File: src/rtl/conv_pkg.sv
// Shared definitions for the convolution datapath: FSM encoding,
// a constant-function log2 helper and the default 3x3 kernel size.
package conv_pkg;

  typedef enum logic [1:0] {
    IDLE  = 2'd0,
    ACC   = 2'd1,
    DRAIN = 2'd2,
    DONE  = 2'd3
  } conv_state_t;

  localparam int K3_TAPS = 9;

  // Ceiling log2; clog2(1) = 0 so a single-tap window adds no guard bits.
  function automatic int clog2(input int value);
    int r;
    r = 0;
    while ((1 << r) < value) begin
      r = r + 1;
    end
    return r;
  endfunction

endpackage

File: src/rtl/mac_mult_stage.sv
// Registered unsigned multiplier stage. Captures din0*din1 on accept and
// flags the product valid for exactly one cycle so a downstream
// accumulator can add it without further qualification.
module mac_mult_stage #(
  parameter int DW = 4,
  parameter int WW = 4
) (
  input  logic             clk,
  input  logic             rst,
  input  logic             accept,
  input  logic [DW-1:0]    din0,
  input  logic [WW-1:0]    din1,
  output logic [DW+WW-1:0] prod_r,
  output logic             prod_v
);

  localparam int PW = DW + WW;

  // Product register: full-width result, valid pulse follows accept.
  always_ff @(posedge clk) begin
    if (rst) begin
      prod_r <= '0;
      prod_v <= 1'b0;
    end else begin
      prod_v <= accept;
      if (accept) begin
        prod_r <= PW'(din0) * PW'(din1);
      end
    end
  end

endmodule

File: src/rtl/conv_mac_unit.sv
// Sequential multiply-accumulate for one convolution window of TAPS
// pixel/weight pairs. Pairs stream in through a valid/ready port, are
// multiplied in a registered stage and summed; the window result is
// presented through a valid/ready port, saturated or wrapped to OW bits.
module conv_mac_unit
  import conv_pkg::*;
#(
  parameter int DW   = 4,
  parameter int WW   = 4,
  parameter int TAPS = K3_TAPS,
  parameter int OW   = 8
) (
  input  logic          clk,
  input  logic          rst,
  input  logic          start,
  input  logic          sat_mode,
  input  logic          in_valid,
  output logic          in_ready,
  input  logic [DW-1:0] din0,
  input  logic [WW-1:0] din1,
  output logic          out_valid,
  input  logic          out_ready,
  output logic [OW-1:0] dout,
  output logic          ovf,
  output logic          busy
);

  localparam int PW = DW + WW;
  localparam int AW = PW + clog2(TAPS);
  localparam int CW = (clog2(TAPS + 1) < 1) ? 1 : clog2(TAPS + 1);

  conv_state_t   state_reg;
  conv_state_t   state_next;
  logic [AW-1:0] acc;
  logic [CW-1:0] cnt;
  logic          sat_r;
  logic [PW-1:0] prod_r;
  logic          prod_v;
  logic          accept;
  logic          last_pair;
  logic          acc_ovf;
  logic [OW-1:0] acc_low;

  // A pair is consumed only while collecting; in_ready is high exactly then.
  assign accept    = in_valid && (state_reg == ACC);
  assign last_pair = (cnt == CW'(TAPS - 1));

  mac_mult_stage #(
    .DW(DW),
    .WW(WW)
  ) u_mult (
    .clk   (clk),
    .rst   (rst),
    .accept(accept),
    .din0  (din0),
    .din1  (din1),
    .prod_r(prod_r),
    .prod_v(prod_v)
  );

  // Anything above bit OW-1 means the window sum does not fit the output.
  generate
    if (AW > OW) begin : g_wide_acc
      assign acc_ovf = |acc[AW-1:OW];
      assign acc_low = acc[OW-1:0];
    end else begin : g_narrow_acc
      assign acc_ovf = 1'b0;
      assign acc_low = OW'(acc);
    end
  endgenerate

  // State register.
  always_ff @(posedge clk) begin
    if (rst) begin
      state_reg <= IDLE;
    end else begin
      state_reg <= state_next;
    end
  end

  // Next-state and handshake outputs; DRAIN exists so the final product lands in acc.
  always_comb begin
    state_next = state_reg;
    in_ready   = 1'b0;
    out_valid  = 1'b0;
    busy       = (state_reg != IDLE);
    case (state_reg)
      IDLE: begin
        if (start) begin
          state_next = ACC;
        end
      end
      ACC: begin
        in_ready = 1'b1;
        if (accept && last_pair) begin
          state_next = DRAIN;
        end
      end
      DRAIN: begin
        state_next = DONE;
      end
      DONE: begin
        out_valid = 1'b1;
        if (out_ready) begin
          state_next = IDLE;
        end
      end
      default: begin
        state_next = IDLE;
      end
    endcase
  end

  // Window bookkeeping: clear on a new window, count accepted pairs, sum products.
  always_ff @(posedge clk) begin
    if (rst) begin
      acc   <= '0;
      cnt   <= '0;
      sat_r <= 1'b0;
    end else begin
      if ((state_reg == IDLE) && start) begin
        acc   <= '0;
        cnt   <= '0;
        sat_r <= sat_mode;
      end else begin
        if (prod_v) begin
          acc <= acc + AW'(prod_r);
        end
        if (accept) begin
          cnt <= cnt + CW'(1);
        end
      end
    end
  end

  // Result is only driven while presenting; acc is frozen in DONE.
  always_comb begin
    dout = '0;
    ovf  = 1'b0;
    if (state_reg == DONE) begin
      ovf  = acc_ovf;
      dout = (sat_r && acc_ovf) ? {OW{1'b1}} : acc_low;
    end
  end

endmodule

File: config.mk
export PLATFORM = sky130hd
export DESIGN_NAME = conv_mac_unit
export DESIGN_NICKNAME = d
export VERILOG_FILES = /design/src/rtl/conv_pkg.sv /design/src/rtl/mac_mult_stage.sv /design/src/rtl/conv_mac_unit.sv
export SDC_FILE = /design/constraint.sdc
export NUM_CORES = 1
export LEC_CHECK = 0
export ABC_AREA = 1
export CORE_UTILIZATION = 39
export CTS_CLUSTER_DIAMETER = 80
export DETAILED_ROUTE_END_ITERATION = 12
export MAX_ROUTING_LAYER = met4
export PLACE_DENSITY = 0.68
export SETUP_SLACK_MARGIN = 0.1
export SYNTH_ARGS = -nofsm -noshare
export SYNTH_HDL_FRONTEND = slang
export SYNTH_HIERARCHICAL = 1
export SYNTH_SLANG_ARGS = --single-unit
export TNS_END_PERCENT = 5
File: constraint.sdc
create_clock -name clk -period 2.55 [get_ports clk]
set_input_delay 0.3825 -clock clk [delete_from_list [all_inputs] [get_ports clk]]
set_output_delay 0.3825 -clock clk [all_outputs]
set_load 0.05 [all_outputs]
==> out/summary.txt <==
CTS tree: done
row cnt: 26
die width: 76.1 microns
Die Y-Extent: 76.1 microns
FF+latch count, synth: 28
most frequent cells after synthesis: nand2_1 (70), inv_1 (60), a21oi_1 (33)
initial antenna violation count: 0
Arr. time, crit path: 1.93 ns
setup ws final: 0.235 ns
post-synthesis cell area: 2140 sq um
first-pass GRT wire length: 8.18 mm
Post-synth EDFFs: 0
layout cell share with drive strength beyond 1: 11.0%
crit-path cells: ha_1, inv_2, a21oi_1, clkdlybuf4s50_1
post-synth top area cell: dfxtp_1
dpl ws: -0.479 ns
Hold Crit Start: cnt[3]$_SDFFE_PP0P_
Initial Util: 41.2%
detailed-placement wirelength estimate: 3.62 mm
Layout Skew: 0.0116 ns
status: finished, final reports clean
WL final: 4.53 mm
placed cell areas: 2530 sq um
vias in the first global route: 1889
largest net degree at the start of global routing: 16
root buffer cell: clkbuf_8
IO Pins: 26
critical path class: reg -> out
CTS H-tree depth: 1
clk buf depth: 2
sum of negative setup slack: 0 ns
Skew-Pair Late Insertion Delay: 0.28 ns
CP peak stage delay: 0.82 ns
post-layout minimum cycle time: 2.32 ns
Die ar.: 5800 sq um
CTS Buf Count: 3
most common flop cell mapped by yosys: dfxtp_1
pin slew with the least headroom to its limit: 0.498 ns
Core Util, Final: 50.4%
antenna viol nets, final: 0
reg2reg start: acc[0]$_SDFFE_PP0P_
gpl congestion: 0.863
CTS Sinks: 28
Largest register FFs: 12
Syn Inst Count: 317
Critical Path Start: state_reg[0]$_SDFFE_PP0P_
global route total overflow: 0
final setup fails: 0
top-count cell post-synth: nand2_1
RSZ-0062 raised after global routing: yes
vias per inst: 4.64
Remaining DRCs: 0
Area contributors post-synth: dfxtp_1 (26%), ha_1 (16%), nand2_1 (12%), inv_1 (11%), a21oi_1 (7.7%)
P_leak: 0.00137 uW
Final period util: 90.8%
Unique masters post-synth: 25
crit end category: primary output
post-layout instance area: 2630 sq um
crit start category: flip-flop
max_cap viols: 0
relative slew slack: 66.7%
CORE AREA: 5200 sq um
Avg WL per Cell: 10.7 microns
worst endpoint required time: 2.17 ns
Worst path top cell family by delay: buffers and inverters
Largest regs: acc: 12 flops, u_mult/prod_r: 8 flops, cnt: 4 flops
Area growth, synth to finish: 22.5%
FMAX: 432 MHz
Synth Area per Inst: 6.76 sq um
Antenna Diode Count: 0
Power Dens Cells: 571 nW/um^2
Critical Path Fanout Max: 10
final hold violation count: 0
Synth Net Count: 363
All-Layer GR Usage: 17.7%
port buffer count: 25
Min-Delay Path Class: reg -> reg
register area share after synthesis: 26.2%
WP buf/inv: 2
DR vias: 1974
clk slew on worst S/H paths: 0.09 ns
VDD IR-drop max: 0.000389 V
Top reg by flops: acc
Synth Warn #: 6
TritonRoute pass-1 iters: 4
initial drt markers: 117
Synth top area share: 26.2%
layout net count: 402
async set-or-reset flop fraction in the synthesized netlist: 0%
Slowest-stage cell, CP: clkdlybuf4s50_1
Pins Over Slew Limit: 0
[logic make-up after synthesis]
kind of cell               synth area share [%]
AOI/OAI and AO/OA                          11.9
buffers and inverters                      11.8
and+or+nand+nor                            28.1
adders and majority gates                  20.4
DFF                                        26.2
xor gates and xnor gates                   1.63
[worst reg2reg max path: cells and delay by family (launching register included)]
kind	cells	cell delay (ns)
compound gates	1	0.12
fa+ha+maj	2	0.67
buf+inv	1	0.03
flops	1	0.33
simple gates	5	0.45
[through the flow]
| stage | std cells | power, uW | hold WS [ns] |
|---|---|---|---|
| final | 425 | 1500 | 0.467 |
| after global routing | 425 | 1630 | 0.519 |
| after detailed placement | 421 | 1210 | 0.454 |
| after floorplan | 317 | 1030 | 0.439 |
| after CTS | 425 | 1500 | 0.469 |
| after global placement | 421 | 1210 | 0.453 |
[per-layer routing]
metal	wire length, microns	GRT usage [%]	up-vias
li1	-	-	1077
met3	108	2.87	4
met1	2330	23.5	873
met5	0	-	-
met2	2060	28.5	20
met4	31	3.85	0
[layout by cell type (no fill, tap or decap)]
cell type	Yosys	layout
a21o_1	1	1
nand2_2	1	2
dfxtp_1	28	28
clkdlybuf4s15_1	0	1
o22ai_1	1	1
xor2_1	3	3
clkbuf_8	0	4
clkdlybuf4s50_1	0	12
fa_1	5	3
nand4_1	2	2
inv_1	60	60
inv_2	2	2
nand3b_1	2	2
ha_4	0	2
nor3_1	2	2
a21oi_1	33	33
nor2_4	1	1
nand3_2	3	5
ha_1	27	25
a21boi_2	1	1
nor2_1	32	32
nand3_1	23	21
nor2_2	1	1
dlygate4sd2_1	0	5
o21ai_1	0	1
buf_4	2	19
or2_1	2	2
xnor2_1	1	1
o21ai_0	13	12
fa_2	0	2
nand2_1	70	69
[power breakdown]
part / leakage (uW) / switching [uW] / internal [uW]
Clock: 0.0000288 / 140 / 138
Combinational: 0.00111 / 419 / 253
Sequential: 0.000227 / 48.3 / 499
Total: 0.00137 / 607 / 891
[worst paths after layout]
path                         endpoint  slack (ns)  cells after the start
setup / recovery              dout[7]        0.23                      4
hold / removal    cnt[3]$_SDFFE_PP0P_        0.47                      2
hold reg to reg   cnt[3]$_SDFFE_PP0P_        0.47                      2
setup reg to reg  acc[6]$_SDFFE_PP0P_        0.86                      9
[what timing repair did]
item	4_1_cts	5_1_grt
resized for setup	8	7
pin swaps	6	4
setup buffers	0	0
setup endpoints to repair	5	3
hold buffers	0	0
[cell type report]
cell class                 count  area [sq um]
fill                         531          2580
multi-input combinational    224          1370
sequential                    28           561
timing repair buffer          37           317
inverter                      62           233
tap                           70          87.6
clock buffer                   4          55.1
(Power assumes the default switching activity.)
==> patch: new RTL, config.mk and constraints unchanged <==
Compare `cnt` against `CW'(TAPS - 1)` with >= in place of ==.
--- a/src/rtl/conv_mac_unit.sv
+++ b/src/rtl/conv_mac_unit.sv
@@ -45,3 +45,3 @@
   assign accept    = in_valid && (state_reg == ACC);
-  assign last_pair = (cnt == CW'(TAPS - 1));
+  assign last_pair = (cnt >= CW'(TAPS - 1));
 
Behaviour: no difference found for any inputs over 10 cycles, from zero or initial values and one cycle with rst high; that may be too few to reach the edited logic, so the function may still have changed.
==> patch against the original RTL <==
Critical path depth up 10; wire length down 2.7%; setup slack worse by 0.065 ns; sequential cell count unchanged; total power down 1.5%; die area up 0.17%; area after synthesis up 0.18%; design area up 1.0%.
==> patch: results (changes against the original RTL) <==
metric	value	unit	change
status	finished clean		unchanged
htreeDepth	1		unchanged
startpoint	din1[1]		was state_reg[0]
grt_pass1_vias	1838		was 1889
yosys-top-cells-area	dfxtp_1 (26%), ha_1 (16%), nand2_1 (11%), inv_1 (10%), a21oi_1 (7.7%)		was dfxtp_1 (26%), ha_1 (16%), nand2_1 (12%), inv_1 (11%), a21oi_1 (7.7%)
cts.clk_slew.worst_paths	0.10	ns	
p_seq	542	uW	was 547 uW
dp_hpwl	3460	um	was 3620 um
crit_path_max_incr_delay	0.55	ns	was 0.82 ns
hold_path.startpoint	cnt[2]		was cnt[3]
drt_iter0_drc	89		was 117
gp_congestion	0.838		was 0.863
cts-root-buf	clkbuf_8		unchanged
p_int	932	uW	was 891 uW
postPlaceCellArea	2550	um2	was 2530 um2
place_inst	417		was 421
viasPerCell	4.61		was 4.64
syn_area_per_cell	6.86	um2	was 6.76 um2
synth_nets	359		was 363
largestRegisters	acc: 12 flops, u_mult/prod_r: 8 flops, cnt: 4 flops		unchanged
pre_cts_ws	-0.473	ns	was -0.479 ns
leakage	0.00148	uW	was 0.00137 uW
crit_family	adder cells		was buffers and inverters
nets	398		was 402
track_usage	16.7	%	was 17.7%
ys_seq_area_share	26.1	%	was 26.2%
p_comb	576	uW	was 673 uW
slowest_stage	fa_1		was clkdlybuf4s50_1
cts_buffer_depth	2		unchanged
clock_latency	0.28	ns	about the same
worstMarginPinSlew	0.502	ns	was 0.498 ns
dr.pass1.iters	4		unchanged
grt_max_degree	17		was 16
finalWirelength	4410	um	was 4530 um
critPathArrivalTime	2.57	ns	was 1.93 ns
crit_fanout	2		was 10
finalClockSkew	0.00761	ns	was 0.0116 ns
grt_first_pass_wirelength	7780	um	was 8180 um
async_flop_share	0	%	unchanged
drive_gt1_share	9.40	%	was 11.0%
synth_cell_type_count	29		was 25
hold_path.class	reg2reg		unchanged
peakVddDrop	0.000240	V	was 0.000389 V
antenna_found_initial	0		unchanged
r2r-start	acc[0]		unchanged
seqPwrFrac	36.8	%	was 36.5%
vias	1940		was 1974
nFillCells	524		was 531
post_cts_resized	10		was 8
synth.cells.most_frequent	nand2_1 (65), inv_1 (60), a21oi_1 (33)		was nand2_1 (70), inv_1 (60), a21oi_1 (33)
==> patch: logic make-up after synthesis <==
kind of cell | share of synthesized area, %
compound gates | 12.4
xor+xnor | 1.63
fa+ha+maj | 20.4
buf+inv | 11.8
flops | 26.1
simple gates | 27.7
==> patch: path summary, 6_finish.rpt <==
path | cells after the start | slack, ns | end
worst max-delay path | 14 | 0.17 | u_mult/prod_r[7]
worst min-delay path | 1 | 0.47 | cnt[2]
worst min register to register | 1 | 0.47 | cnt[2]
worst max register to register | 9 | 0.88 | acc[6]
==> patch: layout make-up <==
cell class	instances	area [um2]	area share [%]
Sequential cell	28	561	21.1
Multi-Input combinational cell	220	1350	51.0
Clock inverter	1	30.0	1.13
Inverter	62	233	8.77
Clock buffer	3	41.3	1.56
Tap cell	70	87.6	3.30
Timing Repair Buffer	37	347	13.1
==> patch: per-layer routing <==
layer	wire length, um	vias up	track usage [%]
met5	0	-	-
met4	39	0	3.46
met3	73	4	1.44
met2	2220	24	30.4
met1	2080	848	20.0
li1	-	1064	-
